## src/rtl/serial_compare_sequencer.sv

```systemverilog
// Bit-serial magnitude comparator: one L/G/E cell stepped MSB-first, with early exit
// at the first differing bit and optional IEEE-754 sign-magnitude ordering.
module serial_compare_sequencer #(
    parameter int WIDTH   = 32,
    parameter bit FP_MODE = 1'b1
) (
    input  logic                       clk,
    input  logic                       rst,
    input  logic                       in_valid,
    output logic                       in_ready,
    input  logic [WIDTH-1:0]           a,
    input  logic [WIDTH-1:0]           b,
    output logic                       out_valid,
    input  logic                       out_ready,
    output logic                       lt,
    output logic                       gt,
    output logic                       eq,
    output logic [$clog2(WIDTH+1)-1:0] steps,
    output logic                       busy
);

    localparam int IW = $clog2(WIDTH);
    localparam int SW = $clog2(WIDTH+1);

    typedef enum logic [1:0] {IDLE, SCAN, DONE} state_t;

    state_t           state_reg, state_next;
    logic [WIDTH-1:0] a_reg, a_next;
    logic [WIDTH-1:0] b_reg, b_next;
    logic [IW-1:0]    idx_reg, idx_next;
    logic [SW-1:0]    steps_reg, steps_next;
    logic             l_reg, l_next;
    logic             g_reg, g_next;
    logic             e_reg, e_next;
    logic             swap_reg, swap_next;

    // Single 1-bit comparator cell, chained through the registered L/G/E.
    logic a_bit, b_bit, l_cell, g_cell, e_cell;
    assign a_bit  = a_reg[idx_reg];
    assign b_bit  = b_reg[idx_reg];
    assign l_cell = (~a_bit & b_bit & e_reg) | l_reg;
    assign g_cell = (a_bit & ~b_bit & e_reg) | g_reg;
    assign e_cell = ~(a_bit ^ b_bit) & e_reg;

    always_ff @(posedge clk or posedge rst) begin
        if (rst) begin
            state_reg <= IDLE;
            a_reg     <= '0;
            b_reg     <= '0;
            idx_reg   <= '0;
            steps_reg <= '0;
            l_reg     <= 1'b0;
            g_reg     <= 1'b0;
            e_reg     <= 1'b1;
            swap_reg  <= 1'b0;
        end else begin
            state_reg <= state_next;
            a_reg     <= a_next;
            b_reg     <= b_next;
            idx_reg   <= idx_next;
            steps_reg <= steps_next;
            l_reg     <= l_next;
            g_reg     <= g_next;
            e_reg     <= e_next;
            swap_reg  <= swap_next;
        end
    end

    always_comb begin
        state_next = state_reg;
        a_next     = a_reg;
        b_next     = b_reg;
        idx_next   = idx_reg;
        steps_next = steps_reg;
        l_next     = l_reg;
        g_next     = g_reg;
        e_next     = e_reg;
        swap_next  = swap_reg;
        in_ready   = (state_reg == IDLE);
        out_valid  = (state_reg == DONE);
        busy       = (state_reg != IDLE);

        case (state_reg)
            IDLE: begin
                if (in_valid) begin
                    a_next     = a;
                    b_next     = b;
                    l_next     = 1'b0;
                    g_next     = 1'b0;
                    e_next     = 1'b1;
                    steps_next = '0;
                    swap_next  = 1'b0;
                    if (!FP_MODE) begin
                        idx_next   = IW'(WIDTH-1);
                        state_next = SCAN;
                    end else if ((a[WIDTH-2:0] == '0) && (b[WIDTH-2:0] == '0)) begin
                        // +0 and -0 order as equal regardless of sign bits
                        state_next = DONE;
                    end else if (a[WIDTH-1] != b[WIDTH-1]) begin
                        l_next     = a[WIDTH-1];
                        g_next     = ~a[WIDTH-1];
                        e_next     = 1'b0;
                        state_next = DONE;
                    end else begin
                        // Both negative: larger magnitude is the smaller value
                        idx_next   = IW'(WIDTH-2);
                        swap_next  = a[WIDTH-1];
                        state_next = SCAN;
                    end
                end
            end
            SCAN: begin
                l_next     = l_cell;
                g_next     = g_cell;
                e_next     = e_cell;
                steps_next = steps_reg + SW'(1);
                if (l_cell || g_cell || (idx_reg == '0)) begin
                    state_next = DONE;
                end else begin
                    idx_next = idx_reg - IW'(1);
                end
            end
            DONE: begin
                if (out_ready) begin
                    state_next = IDLE;
                end
            end
            default: state_next = IDLE;
        endcase
    end

    assign lt    = (state_reg == DONE) & (swap_reg ? g_reg : l_reg);
    assign gt    = (state_reg == DONE) & (swap_reg ? l_reg : g_reg);
    assign eq    = (state_reg == DONE) & e_reg;
    assign steps = steps_reg;

endmodule
```

## config.mk

```make
export PLATFORM = sky130hd
export DESIGN_NAME = serial_compare_sequencer
export DESIGN_NICKNAME = d
export VERILOG_FILES = /design/src/rtl/serial_compare_sequencer.sv
export SDC_FILE = /design/constraint.sdc
export NUM_CORES = 1
export LEC_CHECK = 0
export ABC_AREA = 1
export ABC_CLOCK_PERIOD_IN_PS = 2900
export BUFFER_PORTS_ARGS = -buffer_cell sky130_fd_sc_hd__buf_4
export CORE_MARGIN = 3
export CORE_UTILIZATION = 51
export DETAILED_ROUTE_END_ITERATION = 7
export PLACE_DENSITY_LB_ADDON = 0.3
export SLEW_MARGIN = 40
export SYNTH_ARGS = -nofsm -noshare
export SYNTH_HDL_FRONTEND = slang
export SYNTH_SLANG_ARGS = --single-unit
```

## constraint.sdc

```tcl
create_clock -name clk -period 2.9 [get_ports clk]
set_input_delay 0.725 -clock clk [delete_from_list [all_inputs] [get_ports clk]]
set_output_delay 0.725 -clock clk [all_outputs]
set_load 0.02 [all_outputs]
```

==> impl_metrics.tcl, run 1 <==
set metrics [dict create \
    status "finished clean" \
    grt_pass1_wl_mm 18.9 \
    max-cap-violations 0 \
    place_inst 791 \
    crit_arrival_ps 2760 \
    num_rows 33 \
    nets 773 \
    r2r_cells 12 \
    grt_pass1_vias 4084 \
    critPathSlowestCell "dfrtp_1" \
    fp.dieW_um 100 \
    crit_path_end_kind "register" \
    hp-class "input port to async pin" \
    fp.dieH_um 100 \
    port_buffers 79 \
    clock_path_buffers 2 \
    peakVddDrop_v 0.000497 \
    detail_route.vias_per_cell 5.14 \
    cts.hold.buffers_added 0 \
    grt_setup_unrepaired "false" \
    crit_family "simple AND/OR/NAND/NOR gates" \
    grt_antenna_before_repair 0 \
    fillers 741 \
    critical_path_required_ps 3140 \
    fin_crit_ps 2520 \
    cp-start-kind "register" \
    critPathMaxStageDelay_ps 480 \
    track_usage_pct 23.5 \
    die-area_um2 10000 \
    wl_mm 11.4 \
    drive_above_1_share_pct 18.0 \
    final_common_cell "nand2_1" \
    synthTopCellsByArea "dfrtp_1 (44%), nand2_1 (22%), nand3_1 (5.9%), nor2_1 (5.0%), o21ai_0 (3.9%)" \
    max_clock_freq_ghz 0.396 \
    powerDensity_nw_per_um2 1020 \
    synth_cell_type_count 33 \
    p_leak_nw 2.80 \
    synth_seq_cells 81 \
    final_max_slew_viol_count 0 \
    setup_tns_ps 0 \
    post-place-ws_ps 406 \
    cts-root-buf "clkbuf_8" \
    numCtsBuffers 9 \
    seq_area_frac_synth_pct 44.9 \
    grt_overflow_total 0 \
    most-common-layout-cells "nand2_1 (259), buf_4 (88), dfrtp_1 (80)" \
    antennaDiodeCount 0 \
    worstMarginPinSlew_ps 691 \
    drc 0 \
    r2r-start "idx_reg[2]" \
    path_cells "clkinv_1 -> nand3_1 -> nand3_1 -> nand3_1 -> nand2_1 -> ha_1 -> a21oi_1 -> nand4_4 -> o31ai_4 -> nand2_4 -> nand2_1 -> nand2_1" \
    synthCells 623 \
    grt_max_degree 51 \
    fin_skew_ps 9.57 \
    clkLatencyLatePin_ps 350 \
    worst-path-buf-inv 1 \
    slew_headroom_pct 53.9 \
    dr.pass1.iters 7 \
    min_period_over_period_pct 87.0 \
    h-tree-depth 3 \
    wl_per_cell_um 14.1 \
    final_hold_viol_count 0 \
    areaGrowthSynthToFinish_pct 19.5 \
    gp_congestion 0.881 \
    ant_nets 0 \
    yosys_warnings 0 \
    netlist.area_leader.share_pct 44.3 \
    synth_area_um2 4510 \
    clk_pin_slew_worst_paths_ps 80 \
    crit_fanout 10 \
    hpwl_mm 8.23 \
    dpl_cell_area_um2 5180 \
    fin_ws_ps 378 \
    start_util_pct 53.6 \
    finalNonFillerCells 806 \
    regToRegSetupSlack_ps 380 \
    synth.net_count 699 \
    final_area_um2 5390 \
    drt_iter0_markers 308 \
    fp.coreArea_um2 8420 \
    routed-via-count 4145 \
    r2r_end "idx_reg[2]" \
    cts_resized 0 \
    boundaryPins 80 \
    cp.depth 12 \
    syn_avg_cell_area_um2 7.25 \
    synth_largest_area_cell "dfrtp_1" \
    postCtsSetupBuffers 0 \
    setup_viol 0 \
    numClockSinks 81 \
    crit_type "register to register" \
    tritoncts "yes" \
]
==> routing by layer <==
layer,global-route usage [%],vias to the layer above,share of wire (%),routed length (µm)
met5,0,-,0,0
met4,5.39,0,0.79,90
met3,4.52,10,5.7,650
met2,40.8,100,49,5530
met1,30.7,1923,45,5090
li1,-,2112,-,-
==> per-stage QoR <==
step	hold slack (ps)	total power, mW	util [%]
after detailed placement	459	4.59	61.5
after CTS	444	5.49	64.0
final	429	5.47	64.0
after global placement	455	4.50	61.5
after global routing	473	5.99	64.0
after floorplan	437	3.86	-
==> how the worst max path moves through the flow <==
stage	end	slack, ps	startpoint
6_report	idx_reg[2]	380	idx_reg[2]
5_1_grt	idx_reg[0]	160	idx_reg[1]
4_1_cts	idx_reg[2]	380	idx_reg[2]
3_5_place_dp	idx_reg[2]	410	idx_reg[2]
3_3_place_gp	idx_reg[4]	520	idx_reg[0]
2_1_floorplan	a_reg[0]	100	rst
==> synth_stat cells (all sizes together) <==
cell type  number
inv            43
clkinv          1
ha              8
nand2         260
o211ai         11
nor2           64
a21oi          14
a22o            1
nor3            1
mux2i           1
clkbuf          5
dfrtp          80
nand3          54
o31a            1
nand4           1
o22ai           1
buf            23
o31ai           1
dfstp           1
or2             6
o21ai          46
==> area by class of cell <==
| cell class | instances | area, µm² | share of cell area, % |
|---|---|---|---|
| clock buffers | 12 | 145 | 2.69 |
| multi-input cells | 470 | 2140 | 39.6 |
| clock inverters | 3 | 65.1 | 1.21 |
| well taps | 105 | 131 | 2.44 |
| repair buffers | 91 | 721 | 13.4 |
| flip-flops and latches | 81 | 2030 | 37.6 |
| inverters | 44 | 166 | 3.09 |
==> power breakdown <==
part	total (mW)	internal [mW]	switching (mW)
sequential	1.98	1.65	0.329
combinational	2.60	0.947	1.65
clock	0.896	0.504	0.392
total	5.47	3.10	2.38
==> logic make-up (layout without fill, tap and decap cells) <==
group | count (synthesis) | count (layout) | share of synthesized area [%]
buf+inv | 72 | 150 | 7.76
flops | 81 | 81 | 44.9
mux | 1 | 1 | 0.222
compound gates | 75 | 75 | 9.70
fa+ha+maj | 8 | 8 | 2.22
simple gates | 386 | 386 | 35.2
(Power assumes the default switching activity.)
==> run 2: changes to the inputs <==
Settings changed: CORE_MARGIN 3 to default.
==> impl_metrics.tcl, run 2 (synthesized netlist as in run 1, its figures left out) <==
set metrics [dict create \
    clk_pin_slew_worst_paths_ps 80 \
    final_common_cell "nand2_1" \
    max_clock_freq_ghz 0.390 \
    wl_per_cell_um 13.4 \
    total_power_mw 5.31 \
    fp.dieH_um 96.1 \
    postCtsSetupBuffers 0 \
    post-place-ws_ps 343 \
    dpl_cell_area_um2 5160 \
    grt_max_degree 51 \
    fp.coreArea_um2 8380 \
    grt_busiest_layer "met2" \
    status "finished clean" \
    most-common-layout-cells "nand2_1 (259), buf_4 (88), dfrtp_1 (80)" \
    clkLatencyLatePin_ps 340 \
    cts_resized 0 \
    detail_route.vias_per_cell 5.24 \
    grt_pass1_vias 3979 \
    use_met2_pct 42.1 \
    fin_ws_ps 333 \
    numClockSinks 81 \
    track_usage_pct 25.5 \
    crit_arrival_ps 2800 \
    numCtsBuffers 9 \
    routed-via-count 4221 \
    grtUsageMet3_pct 4.27 \
    hp-class "input port to async pin" \
    cp-start-kind "register" \
    drc 0 \
    port_buffers 79 \
    p_leak_nw 2.77 \
    cts.hold.buffers_added 0 \
    final_max_slew_viol_count 0 \
    boundaryPins 80 \
    worstMarginPinSlew_ps 677 \
    regToRegSetupSlack_ps 330 \
    drive_above_1_share_pct 17.9 \
    grt_setup_unrepaired "false" \
    grt_pass1_wl_mm 18.0 \
    final_area_um2 5340 \
    die-area_um2 9230 \
    fin_crit_ps 2570 \
    r2r_cells 14 \
    nets 772 \
    wl_mm 10.8 \
    hpwl_mm 7.87 \
    powerDensity_nw_per_um2 994 \
    grt_overflow_total 0 \
    peakVddDrop_v 0.000373 \
    h-tree-depth 3 \
    drt_iter0_markers 211 \
    max-cap-violations 0 \
    antennaDiodeCount 0 \
    cts-root-buf "clkbuf_8" \
    gp_congestion 0.891 \
    ant_nets 0 \
    critical_path_required_ps 3140 \
    final_hold_viol_count 0 \
    num_rows 33 \
    r2r-start "idx_reg[0]" \
    crit_path_end_kind "register" \
    crit_type "register to register" \
    areaGrowthSynthToFinish_pct 18.3 \
    fin_skew_ps 8.56 \
    min_period_over_period_pct 88.5 \
    start_util_pct 53.9 \
    fp.dieW_um 96.1 \
    grt_antenna_before_repair 0 \
    crit_fanout 14 \
    tritoncts "yes" \
    grt.met1_usage_pct 33.6 \
    r2r_end "idx_reg[0]" \
    slew_headroom_pct 54.8 \
    setup_tns_ps 0 \
    clock_path_buffers 2 \
    dr.pass1.iters 5 \
    setup_viol 0 \
]
==> run 2: changes by cell type in the layout (fill, tap and decap cells not counted), sizes merged <==
cell    previous run  this run
buf               91        90
clkinv             3         5
clkbuf            12        11
bufinv             2         1
==> run 2: cell type report <==
type | count | area [µm²]
sequential | 81 | 2030
clock inverter | 4 | 45.0
clock buffer | 11 | 131
tap | 105 | 131
timing repair buffer | 90 | 701
fill | 786 | 3040
multi-input combinational | 470 | 2140
inverter | 44 | 166
==> run 2: layer usage <==
layer  wire length (µm)  vias to the layer above
met3                504                       12
li1                   -                     2109
met2               5160                      113
met5                  0                        -
met1               4940                     1987
met4                147                        0
==> run 2: how the worst max path moves through the flow <==
stage / startpoint / endpoint / slack (ps) / depth (start not counted)
after global placement: idx_reg[0] / idx_reg[3] / 420 / 14
after global routing: idx_reg[0] / idx_reg[4] / 70 / 17
after CTS: idx_reg[0] / idx_reg[0] / 320 / 14
final: idx_reg[0] / idx_reg[0] / 330 / 14
after floorplan: rst / a_reg[0] / 100 / 1
after detailed placement: idx_reg[0] / idx_reg[3] / 340 / 14
==> run 2: critical path: stages (launching register included) <==
cell and delay, ps:
dfrtp_1 500, buf_4 250, o21ai_0 280, nand2_1 90, nand3_1 90, nand3_1 100
nand3_1 90, nand2_1 60, ha_1 200, a21oi_1 280, nand4_4 170, o31ai_4 120
nand2_4 110, nand2_1 70, nand2_1 50
==> run 2: metrics by stage <==
step | std cells | utilization [%] | hold WS, ps
after floorplan | 623 | - | 437
after global placement | 790 | 61.6 | 455
after detailed placement | 790 | 61.6 | 459
after CTS | 805 | 63.7 | 340
after global routing | 805 | 63.7 | 366
final | 805 | 63.7 | 338
==> run 2: where the power goes <==
group / internal [mW] / switching [mW]
Sequential: 1.65 / 0.370
Combinational: 0.932 / 1.58
Clock: 0.390 / 0.387
==> run 3: changes to the inputs <==
Settings changed: CORE_MARGIN from default to 8.
==> impl_metrics.tcl, run 3 (synthesized netlist as in run 1, its figures left out) <==
set metrics [dict create \
    status "finished clean" \
    crit_family "simple AND/OR/NAND/NOR gates" \
    grt_pass1_vias 4177 \
    fp.dieH_um 110 \
    grt_setup_unrepaired "false" \
    cts-root-buf "clkbuf_8" \
    final_area_um2 5400 \
    fin_skew_ps 12.1 \
    grt_overflow_total 0 \
    postCtsSetupBuffers 0 \
    multiInputGateArea_um2 2140 \
    dpl_cell_area_um2 5160 \
    peakVddDrop_v 0.000382 \
    tritoncts "yes" \
    h-tree-depth 3 \
    critPathMaxStageDelay_ps 400 \
    areaGrowthSynthToFinish_pct 19.7 \
    r2r_end "idx_reg[3]" \
    grtUsageMet3_pct 5.00 \
    p_leak_nw 2.79 \
    cts.hold.buffers_added 0 \
    min_period_over_period_pct 87.0 \
    clock_path_buffers 2 \
    worst-path-buf-inv 1 \
    fin_ws_ps 378 \
    cp-start-kind "register" \
    grt_pass1_wl_mm 19.2 \
    most-common-layout-cells "nand2_1 (259), buf_4 (87), dfrtp_1 (80)" \
    path_common_cell "nand2_1" \
    setup_viol 0 \
    fp.coreArea_um2 8640 \
    post-place-ws_ps 418 \
    drc 0 \
    crit_type "register to register" \
    slew_headroom_pct 55.0 \
    start_util_pct 52.3 \
    final_common_cell "nand2_1" \
    detail_route.vias_per_cell 5.21 \
    r2r-start "idx_reg[0]" \
    clkLatencyLatePin_ps 360 \
    boundaryPins 80 \
    num_rows 34 \
    grt.met1_usage_pct 24.9 \
    hpwl_mm 8.31 \
    numClockSinks 81 \
    grt_busiest_layer "met2" \
    startpoint "idx_reg[0]" \
    critical_path_required_ps 3150 \
    path_cells "buf_4 -> o21ai_0 -> nand2_1 -> nand3_1 -> nand3_1 -> nand3_1 -> nand2_1 -> ha_1 -> a21oi_1 -> nand4_4 -> o31ai_4 -> nand2_4 -> nand2_1 -> nand2_1" \
    r2r_cells 14 \
    final_hold_viol_count 0 \
    grt_max_degree 88 \
    antennaDiodeCount 0 \
    wl_mm 11.3 \
    track_usage_pct 19.8 \
    critPathSlowestCell "dfrtp_1" \
    ant_nets 0 \
    regToRegSetupSlack_ps 380 \
    numCtsBuffers 9 \
    grt_antenna_before_repair 0 \
    routed-via-count 4208 \
    die-area_um2 12100 \
    use_met2_pct 32.4 \
    final_max_slew_viol_count 0 \
    worstMarginPinSlew_ps 674 \
    port_buffers 79 \
    max_clock_freq_ghz 0.397 \
    max-cap-violations 0 \
    holdWs_ps 440 \
    hp-class "input port to async pin" \
    powerDensity_nw_per_um2 1020 \
    fin_crit_ps 2520 \
    fp.dieW_um 110 \
    crit_arrival_ps 2770 \
    fillers 766 \
    cp.depth 14 \
    drt_iter0_markers 302 \
    crit_end "idx_reg[3]" \
    gp_congestion 0.892 \
    final-seq-area_um2 2030 \
    crit_fanout 22 \
    final_core_util_pct 62.6 \
    crit_path_end_kind "register" \
    setup_tns_ps 0 \
    cts_resized 0 \
    wl_per_cell_um 14.0 \
    nets 771 \
    drive_above_1_share_pct 18.1 \
    clk_pin_slew_worst_paths_ps 80 \
    dr.pass1.iters 6 \
]
run 3: cell count changes in the layout (fill, tap and decap cells not counted), sizes merged:
| cell | delta |
|---|---|
| inv | -1 |
| bufinv | +2 |
| buf | -1 |
| clkbuf | -2 |
| clkinvlp | +2 |
run 3: cell type report:
class	instances	area share [%]
Sequential cell	81	37.5
Multi-Input combinational cell	470	39.5
Tap cell	108	2.50
Clock inverter	7	2.20
Timing Repair Buffer	89	12.8
Clock buffer	9	2.29
Inverter	44	3.10
run 3: worst min path at each step:
stage / to / slack, ps / cells after the start
final: a_reg[28] / 440 / 2
after global routing: a_reg[28] / 490 / 2
after CTS: a_reg[7] / 480 / 2
after detailed placement: a_reg[7] / 460 / 2
after global placement: a_reg[5] / 450 / 2
after floorplan: a_reg[28] / 440 / 2
run 3: routing by layer:
layer	share of wire, %	vias to the layer above
li1	-	2108
met1	42	1939
met2	48	139
met3	7.6	22
met4	2.0	0
met5	0	-
run 3: per-stage QoR:
step,std cells,power [mW]
floorplan,623,3.86
global placement,792,4.42
detailed placement,792,4.53
CTS,808,5.53
global route,808,6.01
finish,808,5.51
run 3: report_power, final:
part	switching, mW	internal, mW	total, mW
logic	1.61	0.922	2.53
registers	0.335	1.65	1.98
clock network	0.425	0.572	0.997
